File: src/rtl/mdu.sv
// +--------------------------------------------------------------------------+
// | Module   : mdu                                                           |
// | Purpose  : Multi-cycle multiply/divide unit owning the HI/LO registers.  |
// |            mult/multu take 5 cycles and div/divu take 10 cycles. HI/LO   |
// |            are written only on the completing edge, so partial results   |
// |            are never visible. mthi/mtlo write with zero latency when     |
// |            the unit is idle.                                             |
// | Ports    : clk    - clock, rising edge                                   |
// |            rst_n  - asynchronous active-low reset                        |
// |            A, B   - EX-stage operands (same as ALU A/B)                  |
// |            Op     - 0001 mult, 0010 multu, 0011 div, 0100 divu,          |
// |                     0101 mthi, 0110 mtlo, others no-op                   |
// |            Start  - one-cycle launch request for mult/multu/div/divu     |
// |            Busy   - operation in progress                                |
// |            HI, LO - architectural HI/LO registers                        |
// | Config   : MDU_DIV0_HOLD_EN - when defined, div/divu by zero still runs  |
// |            the full 10 cycles but leaves HI/LO unchanged. When           |
// |            undefined, divide by zero yields the natural restoring-       |
// |            divider result (LO all ones or 1, HI = dividend).             |
// | Revision : 1.0 - initial release                                         |
// +--------------------------------------------------------------------------+
`default_nettype none

module mdu (
  input  logic        clk,
  input  logic        rst_n,
  input  logic [31:0] A,
  input  logic [31:0] B,
  input  logic [3:0]  Op,
  input  logic        Start,
  output logic        Busy,
  output logic [31:0] HI,
  output logic [31:0] LO
);

  localparam logic [3:0] C_OP_MULT  = 4'b0001;
  localparam logic [3:0] C_OP_MULTU = 4'b0010;
  localparam logic [3:0] C_OP_DIV   = 4'b0011;
  localparam logic [3:0] C_OP_DIVU  = 4'b0100;
  localparam logic [3:0] C_OP_MTHI  = 4'b0101;
  localparam logic [3:0] C_OP_MTLO  = 4'b0110;

  localparam logic [3:0] C_LAT_MUL  = 4'd5;
  localparam logic [3:0] C_LAT_DIV  = 4'd10;

  localparam logic [1:0] S_IDLE = 2'd0;
  localparam logic [1:0] S_MUL  = 2'd1;
  localparam logic [1:0] S_DIV  = 2'd2;

  logic [1:0]  r_state;
  logic [3:0]  r_count;
  logic [31:0] r_hi;
  logic [31:0] r_lo;
  logic [31:0] r_mag_a;   // multiplicand magnitude
  logic [31:0] r_mag_b;   // divisor magnitude
  logic [31:0] r_work;    // mult: remaining multiplier bits; div: dividend in / quotient out
  logic [63:0] r_acc;     // product magnitude accumulator
  logic [32:0] r_rem;     // partial remainder, one spare bit for the pre-compare shift
  logic [5:0]  r_shamt;   // bit position of the current multiplier byte
  logic        r_neg_q;   // negate product / quotient at commit
  logic        r_neg_r;   // negate remainder at commit (sign follows dividend)
`ifdef MDU_DIV0_HOLD_EN
  logic        r_div0;
`endif

  logic        w_op_mul;
  logic        w_op_div;
  logic        w_signed;
  logic        w_launch;
  logic [31:0] w_abs_a;
  logic [31:0] w_abs_b;
  logic [39:0] w_pp;
  logic [63:0] w_pp_sh;
  logic [32:0] w_rem_nx;
  logic [31:0] w_quo_nx;
  logic [63:0] w_prod;
  logic [31:0] w_quo_fix;
  logic [31:0] w_rem_fix;

  // ---------------------------------------------------------------------
  // Launch decode. Signed ops work on magnitudes; the sign is reapplied at
  // commit. -2^31 maps to 2^31, which is representable as unsigned 32-bit.
  // ---------------------------------------------------------------------
  assign w_op_mul = (Op == C_OP_MULT) || (Op == C_OP_MULTU);
  assign w_op_div = (Op == C_OP_DIV)  || (Op == C_OP_DIVU);
  assign w_signed = (Op == C_OP_MULT) || (Op == C_OP_DIV);
  assign w_launch = (r_state == S_IDLE) && Start && (w_op_mul || w_op_div);

  assign w_abs_a = (w_signed && A[31]) ? (~A + 32'd1) : A;
  assign w_abs_b = (w_signed && B[31]) ? (~B + 32'd1) : B;

  // ---------------------------------------------------------------------
  // Multiply datapath: one 32x8 partial product per cycle, four cycles.
  // ---------------------------------------------------------------------
  assign w_pp    = {8'd0, r_mag_a} * {32'd0, r_work[7:0]};
  assign w_pp_sh = {24'd0, w_pp} << r_shamt;

  // ---------------------------------------------------------------------
  // Divide datapath: four restoring-division bits per cycle, eight cycles.
  // With a zero divisor every compare succeeds, so the quotient becomes
  // all ones and the remainder collects the dividend.
  // ---------------------------------------------------------------------
  always_comb begin
    w_rem_nx = r_rem;
    w_quo_nx = r_work;
    for (int i = 0; i < 4; i++) begin
      w_rem_nx = {w_rem_nx[31:0], w_quo_nx[31]};
      w_quo_nx = {w_quo_nx[30:0], 1'b0};
      if (w_rem_nx >= {1'b0, r_mag_b}) begin
        w_rem_nx    = w_rem_nx - {1'b0, r_mag_b};
        w_quo_nx[0] = 1'b1;
      end
    end
  end

  // Sign restoration applied on the commit edge only.
  assign w_prod    = r_neg_q ? (~r_acc + 64'd1) : r_acc;
  assign w_quo_fix = r_neg_q ? (~r_work + 32'd1) : r_work;
  assign w_rem_fix = r_neg_r ? (~r_rem[31:0] + 32'd1) : r_rem[31:0];

  // ---------------------------------------------------------------------
  // Control / state. r_count holds the remaining busy cycles; the edge on
  // which it reads 1 is the commit edge. Multiply steps while count is 5..2,
  // divide steps while count is 10..3; count 2 of a divide is a spare cycle
  // that keeps the architectural latency at 10.
  // ---------------------------------------------------------------------
  always_ff @(posedge clk or negedge rst_n) begin
    if (!rst_n) begin
      r_state <= S_IDLE;
      r_count <= 4'd0;
      r_hi    <= 32'd0;
      r_lo    <= 32'd0;
      r_mag_a <= 32'd0;
      r_mag_b <= 32'd0;
      r_work  <= 32'd0;
      r_acc   <= 64'd0;
      r_rem   <= 33'd0;
      r_shamt <= 6'd0;
      r_neg_q <= 1'b0;
      r_neg_r <= 1'b0;
`ifdef MDU_DIV0_HOLD_EN
      r_div0  <= 1'b0;
`endif
    end else begin
      case (r_state)
        S_IDLE: begin
          if (w_launch) begin
            r_state <= w_op_mul ? S_MUL : S_DIV;
            r_count <= w_op_mul ? C_LAT_MUL : C_LAT_DIV;
            r_mag_a <= w_abs_a;
            r_mag_b <= w_abs_b;
            r_work  <= w_op_mul ? w_abs_b : w_abs_a;
            r_acc   <= 64'd0;
            r_rem   <= 33'd0;
            r_shamt <= 6'd0;
            r_neg_q <= w_signed && (A[31] ^ B[31]);
            r_neg_r <= w_signed && A[31];
`ifdef MDU_DIV0_HOLD_EN
            r_div0  <= (B == 32'd0);
`endif
          end else if (Op == C_OP_MTHI) begin
            r_hi <= A;
          end else if (Op == C_OP_MTLO) begin
            r_lo <= A;
          end
        end

        S_MUL: begin
          r_count <= r_count - 4'd1;
          if (r_count == 4'd1) begin
            r_state <= S_IDLE;
            r_hi    <= w_prod[63:32];
            r_lo    <= w_prod[31:0];
          end else begin
            r_acc   <= r_acc + w_pp_sh;
            r_work  <= {8'd0, r_work[31:8]};
            r_shamt <= r_shamt + 6'd8;
          end
        end

        S_DIV: begin
          r_count <= r_count - 4'd1;
          if (r_count == 4'd1) begin
            r_state <= S_IDLE;
`ifdef MDU_DIV0_HOLD_EN
            if (!r_div0) begin
              r_hi <= w_rem_fix;
              r_lo <= w_quo_fix;
            end
`else
            r_hi <= w_rem_fix;
            r_lo <= w_quo_fix;
`endif
          end else if (r_count >= 4'd3) begin
            r_rem  <= w_rem_nx;
            r_work <= w_quo_nx;
          end
        end

        default: begin
          r_state <= S_IDLE;
          r_count <= 4'd0;
        end
      endcase
    end
  end

  assign Busy = (r_state != S_IDLE);
  assign HI   = r_hi;
  assign LO   = r_lo;

endmodule

`default_nettype wire

File: config.mk
export PLATFORM = sky130hd
export DESIGN_NAME = mdu
export DESIGN_NICKNAME = d
export VERILOG_FILES = /design/src/rtl/mdu.sv
export SDC_FILE = /design/constraint.sdc
export NUM_CORES = 2
export LEC_CHECK = 0
export CORE_UTILIZATION = 50
export DETAILED_ROUTE_END_ITERATION = 7
export GPL_ROUTABILITY_DRIVEN = 0
export MAX_ROUTING_LAYER = met4
export PLACE_DENSITY = 0.67
export SLEW_MARGIN = 10
export SYNTH_ARGS = -nofsm -noshare
export SYNTH_HDL_FRONTEND = slang
export SYNTH_SLANG_ARGS = --single-unit
File: constraint.sdc
create_clock -name clk -period 21.4 [get_ports clk]
set_clock_uncertainty 0.2 [all_clocks]
set_input_delay 6.42 -clock clk [delete_from_list [all_inputs] [get_ports clk]]
set_output_delay 6.42 -clock clk [all_outputs]
set_load 0.05 [all_outputs]
==> report_table.html <==
<table>
<tr><th>Metric</th><th>Value</th></tr>
<tr><th colspan="2">STA</th></tr>
<tr><td>Fin. max-slew vios</td><td>0</td></tr>
<tr><td>Slew Limit Headroom</td><td>0.211</td></tr>
<tr><td>Min Clock Period, post-route</td><td>15.51 ns</td></tr>
<tr><td>Setup repair after global routing missed its margin</td><td>false</td></tr>
<tr><td>Peak clock frequency supported by timing</td><td>0.0645 GHz</td></tr>
<tr><td>Hold Violations, Final</td><td>0</td></tr>
<tr><td>Total of endpoints with negative setup slack in the final report</td><td>0</td></tr>
<tr><td>Final worst-path cycle share</td><td>0.725</td></tr>
<tr><td>Final-layout setup total negative slack</td><td>0 ns</td></tr>
<tr><td>Hold WS</td><td>0.273 ns</td></tr>
<tr><td>Least setup slack across all paths after layout</td><td>5.89 ns</td></tr>
<tr><td>Transition at the pin with the smallest max-transition slack</td><td>1.18 ns</td></tr>
<tr><th colspan="2">Drt</th></tr>
<tr><td>Routed wire length on met2</td><td>53200 um</td></tr>
<tr><td>Top routing layer used</td><td>met4</td></tr>
<tr><td>Vias post-DR</td><td>33885</td></tr>
<tr><td>Residual DRC count</td><td>0</td></tr>
<tr><td>Vias per inst</td><td>6.35</td></tr>
<tr><td>Routed Wire Length</td><td>125000 um</td></tr>
<tr><td>Number of iterations in the first detailed-routing pass</td><td>7</td></tr>
<tr><td>Drt initial violations</td><td>4201</td></tr>
<tr><td>Detailed-route wire length on metal 1</td><td>52000 um</td></tr>
<tr><td>Final routed wire length divided by cell count</td><td>23.5 um</td></tr>
<tr><td>Detailed-routed wire length on met3</td><td>12300 um</td></tr>
<tr><td>Remaining number of nets flagged by the antenna check after routing</td><td>0</td></tr>
<tr><th colspan="2">Worst setup path</th></tr>
<tr><td>Sort of element at the start of the critical path</td><td>flip-flop</td></tr>
<tr><td>Data arrival time of the critical path</td><td>15.74 ns</td></tr>
<tr><td>Endpoint type of the worst setup path</td><td>flip-flop</td></tr>
<tr><td>Start-to-end type of the worst setup path</td><td>reg -&gt; reg</td></tr>
<tr><td>Cell with the largest stage delay on the worst path</td><td>sky130_fd_sc_hd__or3_1</td></tr>
<tr><td>Required time at the worst-slack endpoint</td><td>21.63 ns</td></tr>
<tr><td>Crit path top cell by count</td><td>sky130_fd_sc_hd__o21ai_0</td></tr>
<tr><td>Peak per-stage delay on the critical path</td><td>0.69 ns</td></tr>
<tr><td>Crit-path max FO</td><td>32</td></tr>
<tr><th colspan="2">Global route</th></tr>
<tr><td>Total gr overflow</td><td>0</td></tr>
<tr><td>Via count of the first global-routing pass</td><td>31575</td></tr>
<tr><td>Global-route usage over all layers</td><td>0.362</td></tr>
<tr><td>Antenna violations before repair</td><td>7</td></tr>
<tr><td>Pin count of the biggest net entering global routing</td><td>148</td></tr>
<tr><td>Global-route wire length before repair</td><td>191000 um</td></tr>
<tr><th colspan="2">Clocking</th></tr>
<tr><td>CTS H-tree lvls</td><td>2</td></tr>
<tr><td>TritonCTS clock tree</td><td>yes</td></tr>
<tr><td>Number of gates given a new drive strength after cts</td><td>0</td></tr>
<tr><td>Clock sink count</td><td>267</td></tr>
<tr><td>Clk slew on worst S/H paths</td><td>0.06 ns</td></tr>
<tr><td>Buffers inserted during post-CTS setup optimization</td><td>0</td></tr>
<tr><td>Count of hold-fix buffers inserted at cts</td><td>0</td></tr>
<tr><td>Max Root-Sink Buffers</td><td>3</td></tr>
<tr><td>CTS Buf Count</td><td>35</td></tr>
<tr><td>CTS root buffer</td><td>sky130_fd_sc_hd__clkbuf_16</td></tr>
<tr><td>Source-to-sink clock delay at the later pin of the worst-skew pair</td><td>0.58 ns</td></tr>
<tr><th colspan="2">Die</th></tr>
<tr><td>Overall die area</td><td>0.0713 mm^2</td></tr>
<tr><td>Boundary Pins</td><td>136</td></tr>
<tr><td>Chip width</td><td>267 um</td></tr>
<tr><td>Die height</td><td>267 um</td></tr>
<tr><td>FP Rows</td><td>96</td></tr>
<tr><td>Core footprint</td><td>0.0691 mm^2</td></tr>
<tr><td>Starting density of the core</td><td>0.508</td></tr>
<tr><th colspan="2">Synthesis</th></tr>
<tr><td>Portion of the post-synthesis area used by sequential elements</td><td>0.190</td></tr>
<tr><td>Number of instances in the synthesized netlist</td><td>4385</td></tr>
<tr><td>Top-count cell post-synth</td><td>sky130_fd_sc_hd__nand2_1</td></tr>
<tr><td>Nets in the synthesized netlist</td><td>4905</td></tr>
<tr><td>Number of enable-type register cells in the synthesized netlist</td><td>0</td></tr>
<tr><td>Synth area leader</td><td>sky130_fd_sc_hd__dfrtp_1</td></tr>
<tr><td>Ys flop type</td><td>sky130_fd_sc_hd__dfrtp_1</td></tr>
<tr><td>Dominant cells by area after synthesis</td><td>sky130_fd_sc_hd__dfrtp_1, sky130_fd_sc_hd__fa_1, sky130_fd_sc_hd__ha_1</td></tr>
<tr><td>Most frequent cells after synthesis</td><td>sky130_fd_sc_hd__nand2_1, sky130_fd_sc_hd__o21ai_0, sky130_fd_sc_hd__inv_1</td></tr>
<tr><td>Area share of the largest cell type after synthesis</td><td>0.190</td></tr>
<tr><td>Per-instance average area after synthesis</td><td>8.00 um^2</td></tr>
<tr><td>Warnings, synthesis</td><td>0</td></tr>
<tr><td>Synth unique cells</td><td>93</td></tr>
<tr><td>Post-synth ARST share</td><td>1.00</td></tr>
<tr><td>Post-synthesis sequential element count</td><td>267</td></tr>
<tr><td>Cell area after synthesis</td><td>0.0351 mm^2</td></tr>
<tr><th colspan="2">Layout</th></tr>
<tr><td>Area Overhead vs Synth</td><td>9.24%</td></tr>
<tr><td>Filler cells</td><td>6417</td></tr>
<tr><td>Sequential cell area</td><td>0.00668 mm^2</td></tr>
<tr><td>Fraction of layout instances using a drive strength above 1</td><td>0.0530</td></tr>
<tr><td>NumNets Final</td><td>4889</td></tr>
<tr><td>Area of combinational cells with multiple inputs</td><td>0.0264 mm^2</td></tr>
<tr><th colspan="2">Run</th></tr>
<tr><td>Number of violations of the max-capacitance limit</td><td>0</td></tr>
<tr><th colspan="2">Placed design</th></tr>
<tr><td>Post-detail-place hpwl</td><td>97500 um</td></tr>
<tr><td>Dpl ws</td><td>6.41 ns</td></tr>
<tr><td>Count of port buffers added during placement</td><td>135</td></tr>
<tr><th colspan="2">Status</th></tr>
<tr><td>Status</td><td>finished, final reports clean</td></tr>
<tr><th colspan="2">Min path</th></tr>
<tr><td>Worst min path class</td><td>reg -&gt; reg</td></tr>
</table>
## cells in the final DEF, fill, tap and decap left out, drive strengths merged, types with 27 or more instances in the layout
cell type / count
a211oi: 33
a21o: 114
a21oi: 251
a221oi: 50
a31oi: 27
and2: 141
and3: 28
buf: 40
clkbuf: 44
clkdlybuf4s50: 134
dfrtp: 267
fa: 185
ha: 264
inv: 309
mux2: 76
mux2i: 57
nand2: 587
nand2b: 37
nand3: 68
nor2: 227
nor3: 72
o21ai: 420
o21bai: 42
o221ai: 36
o31ai: 105
or3: 38
xnor2: 226
xor2: 147
## through the flow
| stage | cell area [um^2] | instances | util |
|---|---|---|---|
| finish | 38300 | 5334 | 0.555 |
| global route | 38300 | 5332 | 0.555 |
| CTS | 38300 | 5327 | 0.555 |
| detailed placement | 37000 | 5263 | 0.536 |
| floorplan | 35100 | 4385 | - |
| global placement | 37000 | 5263 | 0.536 |
## routing by layer
metal | track usage | vias to the layer above
met2 | 0.529 | 1707
met1 | 0.480 | 16379
met4 | 0.182 | 0
li1 | - | 15438
met5 | - | -
met3 | 0.0611 | 361
## cell families (layout without fill, tap and decap cells)
kind of cell,after synthesis,in the layout,synth area share
compound gates,1292,1292,0.236
mux,133,133,0.0406
simple gates,1334,1334,0.180
flops,267,267,0.190
fa+ha+maj,449,449,0.200
xor+xnor,373,373,0.0931
buf+inv,537,548,0.0600
other cells,0,7,0
## worst paths after layout
kind                            start   endpoint  slack (ns)  cells after the start
max                        r_mag_b[1]   r_rem[2]        5.89                     52
min                            LO[21]     LO[21]        0.27                      1
max reg2reg                r_mag_b[1]   r_rem[2]        5.89                     52
min reg2reg                    LO[21]     LO[21]        0.27                      1
max in group asynchronous       rst_n    r_neg_q       13.84                      2
min in group asynchronous       rst_n  r_rem[26]        5.73                      1
## state kept, by name, indices dropped and copies added (netlist names), 2 cells and up
| name | cells |
|---|---|
| r_mag_b | 32 |
| LO | 32 |
| r_work | 32 |
| r_shamt | 3 |
| r_acc | 64 |
| HI | 32 |
| r_state | 2 |
| r_rem | 32 |
| r_mag_a | 32 |
| r_count | 4 |
## critical path: cells and delay by family, from the launching register on
family	cells	cell delay (ns)
mux	2	0.85
flops	1	0.50
simple gates	12	3.44
compound gates	29	7.99
buf+inv	5	1.18
fa+ha+maj	4	1.16
## final cells by class
type                       count  area share
clock inverter                20     0.00747
antenna                        7    0.000457
timing repair buffer         174      0.0433
multi-input combinational   3581       0.688
sequential                   267       0.174
clock buffer                  44      0.0261
tap                          931      0.0304
inverter                     310      0.0304
Power is left out: the tool's default activity adds up to more than one toggle a clock period on the data nets, which glitch-free logic cannot reach.
